<file path="src/rtl/pwm_duty_sequencer_if.sv">
// Command channel for the PWM duty sequencer: a valid/ready handshake
// carrying {generator, target duty, step per tick}.
interface pwm_duty_sequencer_if;
    logic       cmd_valid;
    logic       cmd_ready;
    logic [1:0] cmd_gen;
    logic [7:0] cmd_target;
    logic [3:0] cmd_step;

    modport master (
        output cmd_valid,
        output cmd_gen,
        output cmd_target,
        output cmd_step,
        input  cmd_ready
    );

    modport slave (
        input  cmd_valid,
        input  cmd_gen,
        input  cmd_target,
        input  cmd_step,
        output cmd_ready
    );
endinterface

</file>
<file path="src/rtl/pwm_duty_sequencer.sv">
// PWM duty sequencer: a small command FIFO feeds four independent duty-cycle
// ramp generators. Each generator walks its duty toward a target by a fixed
// step on every PWM period tick, then pulses done for one cycle.
module pwm_duty_sequencer #(
    parameter int FIFO_DEPTH = 2
) (
    input  logic                 clk,
    input  logic                 rst,
    pwm_duty_sequencer_if.slave  cmd,
    input  logic                 tick,
    input  logic                 hold,
    output logic [7:0]           duty_1,
    output logic [7:0]           duty_2,
    output logic [7:0]           duty_3,
    output logic [7:0]           duty_4,
    output logic [3:0]           busy,
    output logic [3:0]           done
);

    localparam int AW = (FIFO_DEPTH > 1) ? $clog2(FIFO_DEPTH) : 1;

    typedef enum logic {
        S_IDLE = 1'b0,
        S_RAMP = 1'b1
    } gen_state_t;

    // ------------------------------------------------------------------
    // Command FIFO. Entry layout: {gen[1:0], target[7:0], step[3:0]}.
    // The head is read combinationally so a command accepted on one edge
    // can be popped on the very next edge.
    // ------------------------------------------------------------------
    logic [13:0]   r_mem [FIFO_DEPTH];
    logic [AW-1:0] r_wr_ptr;
    logic [AW-1:0] r_rd_ptr;
    logic [AW:0]   r_count;

    logic          w_full;
    logic          w_push;
    logic          w_pop;
    logic [13:0]   w_head;
    logic [1:0]    w_pop_gen;
    logic [7:0]    w_pop_target;
    logic [3:0]    w_pop_step;

    assign w_full        = (r_count == (AW+1)'(FIFO_DEPTH));
    // Ready is held low during reset so nothing is accepted into a FIFO
    // that is being cleared.
    assign cmd.cmd_ready = !w_full && !rst;
    assign w_push        = cmd.cmd_valid && cmd.cmd_ready;
    assign w_pop         = (r_count != '0);
    assign w_head        = r_mem[r_rd_ptr];
    assign w_pop_gen     = w_head[13:12];
    assign w_pop_target  = w_head[11:4];
    assign w_pop_step    = w_head[3:0];

    // Storage write; contents need no reset because count gates every read.
    always_ff @(posedge clk) begin
        if (w_push) begin
            r_mem[r_wr_ptr] <= {cmd.cmd_gen, cmd.cmd_target, cmd.cmd_step};
        end
    end

    // Pointer and occupancy bookkeeping; pointers wrap naturally (power-of-two depth).
    always_ff @(posedge clk) begin
        if (rst) begin
            r_wr_ptr <= '0;
            r_rd_ptr <= '0;
            r_count  <= '0;
        end else begin
            if (w_push) begin
                r_wr_ptr <= r_wr_ptr + 1'b1;
            end
            if (w_pop) begin
                r_rd_ptr <= r_rd_ptr + 1'b1;
            end
            case ({w_push, w_pop})
                2'b10:   r_count <= r_count + 1'b1;
                2'b01:   r_count <= r_count - 1'b1;
                default: r_count <= r_count;
            endcase
        end
    end

    // ------------------------------------------------------------------
    // Four ramp generators.
    // ------------------------------------------------------------------
    logic [7:0] w_duty_all [4];

    generate
        for (genvar gi = 0; gi < 4; gi++) begin : g_gen
            gen_state_t r_state;
            gen_state_t w_state_next;
            logic [7:0] r_duty;
            logic [7:0] w_duty_next;
            logic [7:0] r_target;
            logic [7:0] w_target_next;
            logic [3:0] r_step;
            logic [3:0] w_step_next;
            logic       r_done;
            logic       w_done_next;
            logic       w_pop_hit;
            logic [8:0] w_up_gap;
            logic [8:0] w_dn_gap;
            logic [7:0] w_ramp_duty;

            assign w_pop_hit = w_pop && (w_pop_gen == 2'(gi));
            assign w_up_gap  = {1'b0, r_target} - {1'b0, r_duty};
            assign w_dn_gap  = {1'b0, r_duty} - {1'b0, r_target};

            // One ramp step toward target, clamped so it never overshoots or wraps.
            always_comb begin
                w_ramp_duty = r_duty;
                if (r_step == 4'd0) begin
                    w_ramp_duty = r_target;
                end else if (r_duty < r_target) begin
                    if ({5'd0, r_step} >= w_up_gap) begin
                        w_ramp_duty = r_target;
                    end else begin
                        w_ramp_duty = r_duty + 8'(r_step);
                    end
                end else if (r_duty > r_target) begin
                    if ({5'd0, r_step} >= w_dn_gap) begin
                        w_ramp_duty = r_target;
                    end else begin
                        w_ramp_duty = r_duty - 8'(r_step);
                    end
                end
            end

            // Next-state logic: a pop to this generator wins over a tick and
            // leaves duty untouched; otherwise a qualifying tick advances the ramp.
            always_comb begin
                w_state_next  = r_state;
                w_duty_next   = r_duty;
                w_target_next = r_target;
                w_step_next   = r_step;
                w_done_next   = 1'b0;
                if (w_pop_hit) begin
                    w_target_next = w_pop_target;
                    w_step_next   = w_pop_step;
                    w_state_next  = S_RAMP;
                end else if ((r_state == S_RAMP) && tick && !hold) begin
                    w_duty_next = w_ramp_duty;
                    if (w_ramp_duty == r_target) begin
                        w_state_next = S_IDLE;
                        w_done_next  = 1'b1;
                    end
                end
            end

            // Generator state registers.
            always_ff @(posedge clk) begin
                if (rst) begin
                    r_state  <= S_IDLE;
                    r_duty   <= 8'd0;
                    r_target <= 8'd0;
                    r_step   <= 4'd0;
                    r_done   <= 1'b0;
                end else begin
                    r_state  <= w_state_next;
                    r_duty   <= w_duty_next;
                    r_target <= w_target_next;
                    r_step   <= w_step_next;
                    r_done   <= w_done_next;
                end
            end

            assign w_duty_all[gi] = r_duty;
            assign busy[gi]       = (r_state == S_RAMP);
            assign done[gi]       = r_done;
        end
    endgenerate

    assign duty_1 = w_duty_all[0];
    assign duty_2 = w_duty_all[1];
    assign duty_3 = w_duty_all[2];
    assign duty_4 = w_duty_all[3];

endmodule

</file>
<file path="src/flat_wrapper.sv">
// flat-port wrapper written by rule: the top's interface ports become plain ports
module pwm_duty_sequencer_flat 
#(
    parameter int FIFO_DEPTH = 2
)
  (clk, rst, tick, hold, duty_1, duty_2, duty_3, duty_4, busy, done, cmd_cmd_valid, cmd_cmd_gen, cmd_cmd_target, cmd_cmd_step, cmd_cmd_ready);
  pwm_duty_sequencer_if cmd_i ();
  input  logic clk;
  input  logic rst;
  input  logic tick;
  input  logic hold;
  output logic [7:0] duty_1;
  output logic [7:0] duty_2;
  output logic [7:0] duty_3;
  output logic [7:0] duty_4;
  output logic [3:0] busy;
  output logic [3:0] done;
  input wire logic [$bits(cmd_i.cmd_valid)-1:0] cmd_cmd_valid;
  input wire logic [$bits(cmd_i.cmd_gen)-1:0] cmd_cmd_gen;
  input wire logic [$bits(cmd_i.cmd_target)-1:0] cmd_cmd_target;
  input wire logic [$bits(cmd_i.cmd_step)-1:0] cmd_cmd_step;
  output wire logic [$bits(cmd_i.cmd_ready)-1:0] cmd_cmd_ready;
  assign cmd_i.cmd_valid = cmd_cmd_valid;
  assign cmd_i.cmd_gen = cmd_cmd_gen;
  assign cmd_i.cmd_target = cmd_cmd_target;
  assign cmd_i.cmd_step = cmd_cmd_step;
  assign cmd_cmd_ready = cmd_i.cmd_ready;
  pwm_duty_sequencer #(.FIFO_DEPTH(FIFO_DEPTH)) u_core (.clk(clk), .rst(rst), .cmd(cmd_i), .tick(tick), .hold(hold), .duty_1(duty_1), .duty_2(duty_2), .duty_3(duty_3), .duty_4(duty_4), .busy(busy), .done(done));
endmodule
</file>
<file path="config.mk">
export PLATFORM = sky130hd
export DESIGN_NAME = pwm_duty_sequencer_flat
export DESIGN_NICKNAME = d
export VERILOG_FILES = /design/src/rtl/pwm_duty_sequencer_if.sv /design/src/rtl/pwm_duty_sequencer.sv /design/src/flat_wrapper.sv
export SDC_FILE = /design/constraint.sdc
export NUM_CORES = 1
export LEC_CHECK = 0
export BUFFER_PORTS_ARGS = -buffer_cell sky130_fd_sc_hd__buf_4
export CAP_MARGIN = 25
export CORE_MARGIN = 3
export CORE_UTILIZATION = 35
export DETAILED_ROUTE_END_ITERATION = 12
export GPL_TIMING_DRIVEN = 0
export HOLD_SLACK_MARGIN = 0.05
export SLEW_MARGIN = 20
export SYNTH_ARGS = -nofsm -noshare
export SYNTH_HDL_FRONTEND = slang
export SYNTH_SLANG_ARGS = --single-unit
</file>
<file path="constraint.sdc">
create_clock -name clk -period 4 [get_ports clk]
set_input_delay 0.4 -clock clk [delete_from_list [all_inputs] [get_ports clk]]
set_output_delay 0.4 -clock clk [all_outputs]
set_load 0.005 [all_outputs]
</file>
==> results of run 1 <==
[report_power, final]
part           internal [mW]  total (mW)  leakage (nW)  switching (mW)
sequential              1.42        1.71          1.03           0.293
combinational           3.73        9.06          4.45            5.33
clock                  0.827        1.47         0.274           0.638
total                   5.98        12.2          5.75            6.26
[registers in the layout (all words and copies together) (netlist names), 8 cells and up, named ones only]
register	flops
u_core.duty_1	8
u_core.duty_2	8
u_core.duty_3	8
u_core.duty_4	8
u_core.g_gen.r_step	16
u_core.g_gen.r_target	32
u_core.r_mem	28
[per-stage QoR]
step	hold slack, ns	util [%]
finish	0.164	43.2
global placement	0.488	38.7
global route	0.144	43.2
detailed placement	0.497	38.8
CTS	0.154	41.4
floorplan	0.471	-
[cell type report]
cell class	count	area, um2	area share [%]
Clock buffer	17	425	2.83
Inverter	125	489	3.25
Sequential cell	121	2780	18.5
Tap cell	455	569	3.78
Timing Repair Buffer	109	825	5.48
Buffer	92	499	3.32
Multi-Input combinational cell	1243	9320	61.9
Clock inverter	15	148	0.981
[what timing repair did]
| action | in CTS | in global routing |
|---|---|---|
| buffers inserted | 18 | 29 |
| pin swaps | 19 | 31 |
| hold buffers | 0 | 0 |
| gates cloned | 1 | 1 |
| gates resized for setup | 70 | 107 |
| endpoints found under the hold margin | 0 | 0 |
| setup endpoints to repair | 33 | 20 |
[kinds of logic after synthesis]
| kind of cell | synth area share [%] |
|---|---|
| AO/OA/AOI/OAI | 28.9 |
| XOR/XNOR | 5.17 |
| adder cells (fa/ha/maj) | 15.1 |
| buffers and inverters | 7.44 |
| flip-flops | 21.6 |
| multiplexers | 2.61 |
| AND/OR/NAND/NOR | 19.2 |
[synth_stat cells, types with 12 or more instances]
cell type / number
a2111oi_0: 12
inv_1: 122
mux2i_1: 27
clkbuf_1: 60
nor3_1: 29
xnor2_1: 49
ha_1: 125
nor2_1: 160
buf_2: 14
nor2b_1: 17
o21ai_0: 61
nand2_1: 104
a211oi_1: 78
buf_4: 12
fa_1: 16
a21o_1: 20
and2_1: 14
dfxtp_1: 93
edfxtp_1: 28
nand4_1: 19
o211ai_1: 27
or3_1: 14
o22ai_1: 19
a21oi_1: 114
nand2b_1: 30
o21a_1: 14
xor2_1: 23
nand3_1: 22
o221ai_1: 13
a31oi_1: 12
nor4_1: 16
[worst paths after layout]
kind	from	end	cells after the start
worst min-delay path	cmd_cmd_target[5]	u_core.r_mem[1][9]	1
worst min register to register	u_core.r_count[1]	u_core.r_count[1]	2
worst max-delay path	u_core.g_gen[2].r_target[2]	u_core.g_gen[2].r_done	17
worst max register to register	u_core.g_gen[2].r_target[2]	u_core.g_gen[2].r_done	17
[worst max-delay path, stage by stage (launching register included)]
cell      delay [ns]
dfxtp_1         0.49
inv_1           0.15
ha_1            0.27
nor2_2          0.26
a21oi_2         0.12
xnor2_1         0.14
ha_1            0.30
nand2_1         0.05
o21ai_1         0.22
nand4_2         0.16
or2_0           0.24
clkbuf_2        0.17
a31o_1          0.23
or4b_1          0.51
nand4_1         0.13
nor4_1          0.07
buf_4           0.15
and2_1          0.14
[per-layer routing]
metal	routed length, um	vias up	GRT usage [%]
met2	19000	463	33.4
li1	-	6098	-
met1	19500	6000	30.1
met3	2450	62	2.23
met4	779	0	5.76
met5	0	-	0
==> run_summary.xml, run 1 <==
<?xml version="1.0" encoding="UTF-8"?>
<metrics>
  <group name="outcome">
    <metric name="run_status" unit="">complete, no violations</metric>
  </group>
  <group name="sta">
    <metric name="hold_viol" unit="">0</metric>
    <metric name="finalSetupViolCount" unit="">0</metric>
    <metric name="max_clock_freq" unit="MHz">254</metric>
    <metric name="slew-limit-headroom" unit="%">41.1</metric>
    <metric name="post-route-period-util" unit="%">98.3</metric>
    <metric name="worst_slack" unit="ns">0.0687</metric>
    <metric name="worst-slew-pin-transition" unit="ns">0.859</metric>
    <metric name="grt_setup_unrepaired" unit="">true</metric>
    <metric name="setup_tns" unit="ns">0</metric>
    <metric name="period_minus_slack" unit="ns">3.93</metric>
    <metric name="report.final.slew_viol_count" unit="">0</metric>
    <metric name="fin_skew" unit="ns">0.00812</metric>
  </group>
  <group name="synth">
    <metric name="synth.distinct_cells" unit="">96</metric>
    <metric name="synth_area_leaders" unit="">dfxtp_1, ha_1, edfxtp_1</metric>
    <metric name="postSynthNetCount" unit="">1745</metric>
    <metric name="yosysTopAreaCellShare" unit="%">14.9</metric>
    <metric name="synth_edf_count" unit="">28</metric>
    <metric name="yosysSeqAreaShare" unit="%">21.6</metric>
    <metric name="ys_dominant_reg_cell" unit="">dfxtp_1</metric>
    <metric name="yosys.area.top_type" unit="">dfxtp_1</metric>
    <metric name="synth_area" unit="um2">12500</metric>
    <metric name="ys_warn_count" unit="">0</metric>
    <metric name="mean_instance_size_in_the_synthesized_netlist" unit="um2">7.89</metric>
    <metric name="syn-instance-count" unit="">1585</metric>
    <metric name="synth-seq-cells" unit="">121</metric>
    <metric name="postSynth.asyncResetShare" unit="%">0</metric>
  </group>
  <group name="setup_path">
    <metric name="critPathMaxFanout" unit="">8</metric>
    <metric name="worstSetupPathType" unit="">reg -&gt; reg</metric>
    <metric name="worstPathRequired" unit="ns">4.31</metric>
    <metric name="critical_path_arrival" unit="ns">4.24</metric>
    <metric name="critPathCaptureType" unit="">register</metric>
    <metric name="ff2ff_setup_slack" unit="ns">0.07</metric>
    <metric name="worst_setup_path_start_kind" unit="">register</metric>
  </group>
  <group name="drt">
    <metric name="viasPerCell" unit="">5.80</metric>
    <metric name="drt_drc_violations_left" unit="">0</metric>
    <metric name="dr.first_iter.drc_count" unit="">1132</metric>
    <metric name="via_count" unit="">12600</metric>
    <metric name="detail_route.wl_per_cell" unit="um">19.2</metric>
    <metric name="postRouteWirelength" unit="mm">41.7</metric>
    <metric name="detailedRoute.firstPassIterationCount" unit="">6</metric>
    <metric name="final_antenna_net_count" unit="">0</metric>
  </group>
  <group name="power">
    <metric name="power.static_leakage" unit="nW">5.75</metric>
    <metric name="ir_drop" unit="mV">0.361</metric>
    <metric name="cell_pwr_density" unit="nW/um2">813</metric>
    <metric name="design_power_total" unit="mW">12.2</metric>
  </group>
  <group name="placed_design">
    <metric name="cell_count_post_placement" unit="">2100</metric>
    <metric name="post-place-ws" unit="ns">-0.963</metric>
    <metric name="total_placed_instance_area" unit="um2">13500</metric>
    <metric name="gpl.final_weighted_congestion" unit="">0.914</metric>
    <metric name="dp_hpwl" unit="mm">31.6</metric>
    <metric name="port_buffers" unit="">58</metric>
  </group>
  <group name="final_layout">
    <metric name="most-common-layout-cells" unit="">nor2_1, buf_4, ha_1</metric>
    <metric name="final_nets" unit="">1869</metric>
    <metric name="final_cell_area" unit="um2">15100</metric>
    <metric name="post_route_cells_drive_above_1_share" unit="%">18.3</metric>
    <metric name="final_cells" unit="">2177</metric>
    <metric name="area_growth_from_synthesis_to_layout" unit="%">20.4</metric>
    <metric name="layout_commonest_cell" unit="">nor2_1</metric>
    <metric name="antenna_cells" unit="">0</metric>
    <metric name="fillers" unit="">3558</metric>
  </group>
  <group name="clock_tree">
    <metric name="maximum_level_of_the_cts_h_tree" unit="">4</metric>
    <metric name="clock_buffers_created_by_tritoncts" unit="">17</metric>
    <metric name="clock_tree_from_tritoncts" unit="">yes</metric>
    <metric name="cts_root_buf" unit="">clkbuf_16</metric>
    <metric name="clk_transition_reported_paths" unit="ns">0.06</metric>
    <metric name="cts_num_sinks" unit="">121</metric>
    <metric name="clock_path_buffers" unit="">2</metric>
    <metric name="clkLatencyLatePin" unit="ns">0.42</metric>
  </group>
  <group name="grt">
    <metric name="grt_first_pass_wirelength" unit="mm">65.8</metric>
    <metric name="globalRoute.totalOverflow" unit="">0</metric>
    <metric name="grt_antenna_before_repair" unit="">0</metric>
    <metric name="grt_util_all_layers" unit="%">20.9</metric>
    <metric name="grt_pass1_vias" unit="">12100</metric>
    <metric name="grt_start_max_net_pins" unit="">17</metric>
  </group>
  <group name="floorplan">
    <metric name="design.core.area" unit="um2">34900</metric>
    <metric name="initial_utilization" unit="%">35.8</metric>
    <metric name="die_w" unit="um">195</metric>
    <metric name="rows" unit="">68</metric>
    <metric name="die-height" unit="um">195</metric>
    <metric name="io_pins" unit="">60</metric>
    <metric name="fp.dieArea" unit="um2">38000</metric>
  </group>
  <group name="flow_run">
    <metric name="drv_cap" unit="">0</metric>
  </group>
  <group name="min_path">
    <metric name="min-delay-path-class" unit="">in -&gt; reg</metric>
  </group>
</metrics>
No activity file was read; power rests on OpenSTA's default activity.
==> inputs of run 2 (changes only) <==
- CORE_UTILIZATION: 35 -> 58
- PLACE_DENSITY: unset -> 0.79
==> run_summary.xml, run 2 (same netlist as run 1, synthesis figures left out) <==
<?xml version="1.0" encoding="UTF-8"?>
<metrics>
  <group name="outcome">
    <metric name="run_status" unit="">finished with violations</metric>
    <metric name="failed_checks" unit="">setup timing</metric>
  </group>
  <group name="final_layout">
    <metric name="core_util_final" unit="%">69.9</metric>
    <metric name="layout_commonest_cell" unit="">nor2_1</metric>
    <metric name="final_cell_area" unit="um2">14700</metric>
    <metric name="antenna_cells" unit="">0</metric>
    <metric name="final_nets" unit="">1871</metric>
    <metric name="area_growth_from_synthesis_to_layout" unit="%">18.0</metric>
    <metric name="most-common-layout-cells" unit="">nor2_1, inv_1, buf_4</metric>
    <metric name="largest-register" unit="">u_core.g_gen.r_target</metric>
    <metric name="fillers" unit="">1721</metric>
    <metric name="ff_latch_area" unit="um2">2770</metric>
    <metric name="largest_registers" unit="">u_core.g_gen.r_target: 32 flops, u_core.r_mem: 28 flops, u_core.g_gen.r_step: 16 flops</metric>
    <metric name="multi_input_area" unit="um2">9260</metric>
    <metric name="largest_register_ffs" unit="">32</metric>
    <metric name="post_route_cells_drive_above_1_share" unit="%">17.5</metric>
  </group>
  <group name="power">
    <metric name="design_power_total" unit="mW">12.1</metric>
    <metric name="intPower" unit="mW">5.96</metric>
    <metric name="seq_power_share" unit="%">14.1</metric>
    <metric name="power.net_switching" unit="mW">6.14</metric>
    <metric name="cell_pwr_density" unit="nW/um2">821</metric>
    <metric name="ir_drop" unit="mV">0.403</metric>
    <metric name="netSwitchingFraction" unit="%">50.7</metric>
    <metric name="pwr-share-comb" unit="%">74.0</metric>
    <metric name="pwr-share-clk" unit="%">11.9</metric>
    <metric name="power.static_leakage" unit="nW">5.74</metric>
  </group>
  <group name="floorplan">
    <metric name="rows" unit="">53</metric>
    <metric name="die_w" unit="um">153</metric>
    <metric name="fp.dieArea" unit="um2">23400</metric>
    <metric name="io_pins" unit="">60</metric>
    <metric name="initial_utilization" unit="%">59.3</metric>
    <metric name="die-height" unit="um">153</metric>
    <metric name="design.core.area" unit="um2">21100</metric>
  </group>
  <group name="grt">
    <metric name="grt_util_all_layers" unit="%">32.2</metric>
    <metric name="grt_start_max_net_pins" unit="">17</metric>
    <metric name="grt_first_pass_wirelength" unit="mm">62.6</metric>
    <metric name="globalRoute.totalOverflow" unit="">0</metric>
    <metric name="grt_antenna_before_repair" unit="">0</metric>
    <metric name="grt_pass1_vias" unit="">11900</metric>
  </group>
  <group name="sta">
    <metric name="slew-limit-headroom" unit="%">34.6</metric>
    <metric name="finalSetupViolCount" unit="">2</metric>
    <metric name="max_clock_freq" unit="MHz">238</metric>
    <metric name="worst-slew-pin-transition" unit="ns">0.972</metric>
    <metric name="worst_slack" unit="ns">-0.206</metric>
    <metric name="period_minus_slack" unit="ns">4.21</metric>
    <metric name="grt_setup_unrepaired" unit="">true</metric>
    <metric name="hold_ws" unit="ns">0.168</metric>
    <metric name="post-route-period-util" unit="%">105</metric>
    <metric name="hold_viol" unit="">0</metric>
    <metric name="report.final.slew_viol_count" unit="">0</metric>
    <metric name="fin_skew" unit="ns">0.00830</metric>
    <metric name="setup_tns" unit="ns">-0.319</metric>
  </group>
  <group name="setup_path">
    <metric name="critPathMaxFanout" unit="">3</metric>
    <metric name="worstSetupPathType" unit="">reg -&gt; reg</metric>
    <metric name="critical_path.endpoint" unit="">u_core.g_gen[3].r_state</metric>
    <metric name="cpPeakStageDelay" unit="ns">0.53</metric>
    <metric name="critical-path-slowest-cell" unit="">or4b_4</metric>
    <metric name="path_buf_inv" unit="">2</metric>
    <metric name="worstPathRequired" unit="ns">4.31</metric>
    <metric name="r2r.worst_path.cells" unit="">18</metric>
    <metric name="critPathCaptureType" unit="">register</metric>
    <metric name="crit_cells" unit="">18</metric>
    <metric name="ff2ff_setup_slack" unit="ns">-0.21</metric>
    <metric name="critical_path.startpoint" unit="">u_core.duty_4[1]</metric>
    <metric name="worst_setup_path_start_kind" unit="">register</metric>
    <metric name="crit_path_cell_trace" unit="">clkinvlp_4 &gt; ha_4 &gt; nor2b_4 &gt; o21ai_2 &gt; and2_4 &gt; xnor2_2 &gt; ha_1 &gt; o21a_1 &gt; o22ai_2 &gt; a2111oi_2 &gt; o311a_1 &gt; o211ai_1 &gt; buf_4 &gt; o21ai_2 &gt; a2111oi_2 &gt; a211o_1 &gt; or4b_4 &gt; o221a_1</metric>
    <metric name="reg2reg_launch_point" unit="">u_core.duty_4[1]</metric>
    <metric name="critical_path_arrival" unit="ns">4.51</metric>
    <metric name="critical_path.reg2reg.endpoint" unit="">u_core.g_gen[3].r_state</metric>
    <metric name="timing.critical_path.max_delay_family" unit="">compound AO/OA/AOI/OAI gates</metric>
  </group>
  <group name="drt">
    <metric name="via_count" unit="">13100</metric>
    <metric name="drt_drc_violations_left" unit="">0</metric>
    <metric name="dr.first_iter.drc_count" unit="">1366</metric>
    <metric name="final_antenna_net_count" unit="">0</metric>
    <metric name="detailedRoute.firstPassIterationCount" unit="">7</metric>
    <metric name="viasPerCell" unit="">6.54</metric>
    <metric name="postRouteWirelength" unit="mm">39.8</metric>
    <metric name="detail_route.wl_per_cell" unit="um">19.9</metric>
  </group>
  <group name="flow_run">
    <metric name="drv_cap" unit="">0</metric>
  </group>
  <group name="clock_tree">
    <metric name="cts_root_buf" unit="">clkbuf_16</metric>
    <metric name="cts_num_sinks" unit="">121</metric>
    <metric name="clock_buffers_created_by_tritoncts" unit="">17</metric>
    <metric name="clock_tree_from_tritoncts" unit="">yes</metric>
    <metric name="clk_transition_reported_paths" unit="ns">0.05</metric>
    <metric name="clock_path_buffers" unit="">2</metric>
    <metric name="cts_hold_buffers_added" unit="">0</metric>
    <metric name="clkLatencyLatePin" unit="ns">0.42</metric>
    <metric name="maximum_level_of_the_cts_h_tree" unit="">4</metric>
  </group>
  <group name="min_path">
    <metric name="hold_path_depth" unit="">1</metric>
    <metric name="min-delay-path-class" unit="">in -&gt; reg</metric>
  </group>
  <group name="placed_design">
    <metric name="port_buffers" unit="">58</metric>
    <metric name="gpl.final_weighted_congestion" unit="">1.02</metric>
    <metric name="dp_hpwl" unit="mm">29.5</metric>
    <metric name="total_placed_instance_area" unit="um2">13300</metric>
  </group>
</metrics>
run 2: worst register-to-register path, stage by stage (launching register included):
cell        delay, ns
dfxtp_4          0.37
clkinvlp_4       0.12
ha_4             0.28
nor2b_4          0.15
o21ai_2          0.07
and2_4           0.14
xnor2_2          0.12
ha_1             0.28
o21a_1           0.19
o22ai_2          0.11
a2111oi_2        0.37
o311a_1          0.27
o211ai_1         0.16
buf_4            0.20
o21ai_2          0.13
a2111oi_2        0.08
a211o_1          0.31
or4b_4           0.53
o221a_1          0.22
run 2: final cells by class:
class / count / area share, %
inverters: 125 / 3.31
plain buffers: 93 / 3.36
clock buffers: 24 / 3.55
clock inverters: 7 / 0.263
multi-input cells: 1243 / 62.8
well taps: 275 / 2.33
repair buffers: 110 / 5.61
flip-flops and latches: 121 / 18.8
run 2: worst min path at each step:
stage,start,slack [ns],end
4_1_cts,cmd_cmd_target[1],0.16,u_core.r_mem[1][5]
3_3_place_gp,u_core.r_count[1],0.48,u_core.r_count[1]
5_1_grt,cmd_cmd_target[3],0.16,u_core.r_mem[0][7]
3_5_place_dp,u_core.r_rd_ptr,0.50,u_core.r_rd_ptr
6_report,cmd_cmd_target[3],0.17,u_core.r_mem[0][7]
2_1_floorplan,u_core.r_count[1],0.47,u_core.r_count[1]
run 2: routing by layer:
layer / vias to the layer above / global-route usage [%] / wire (um)
met5: - / 0 / 0
met4: 0 / 10.9 / 1310
met3: 110 / 4.45 / 3140
met2: 682 / 51.3 / 17900
met1: 6176 / 45.0 / 17400
li1: 6089 / - / -
run 2: power groups by stage:
| stage | clock (mW) | combinational, mW | sequential (mW) |
|---|---|---|---|
| 2_1_floorplan | 0 | 5.80 | 1.60 |
| 3_3_place_gp | 0 | 7.42 | 1.70 |
| 3_5_place_dp | 0 | 7.52 | 1.71 |
| 4_1_cts | 1.46 | 7.95 | 1.68 |
| 5_1_grt | 1.51 | 9.66 | 1.72 |
| 6_report | 1.45 | 8.95 | 1.71 |
run 2: what timing repair did:
item	4_1_cts	5_1_grt
pin swaps	14	38
gates resized for setup	55	98
endpoints found under the setup margin	32	21
setup buffers	12	38
run 2: per-stage QoR:
stage / setup slack, ns / std cells
finish: -0.206 / 1998
global route: -0.273 / 1998
CTS: -0.0453 / 1961
detailed placement: -0.741 / 1919
global placement: -0.702 / 1918
floorplan: 0.0659 / 1585
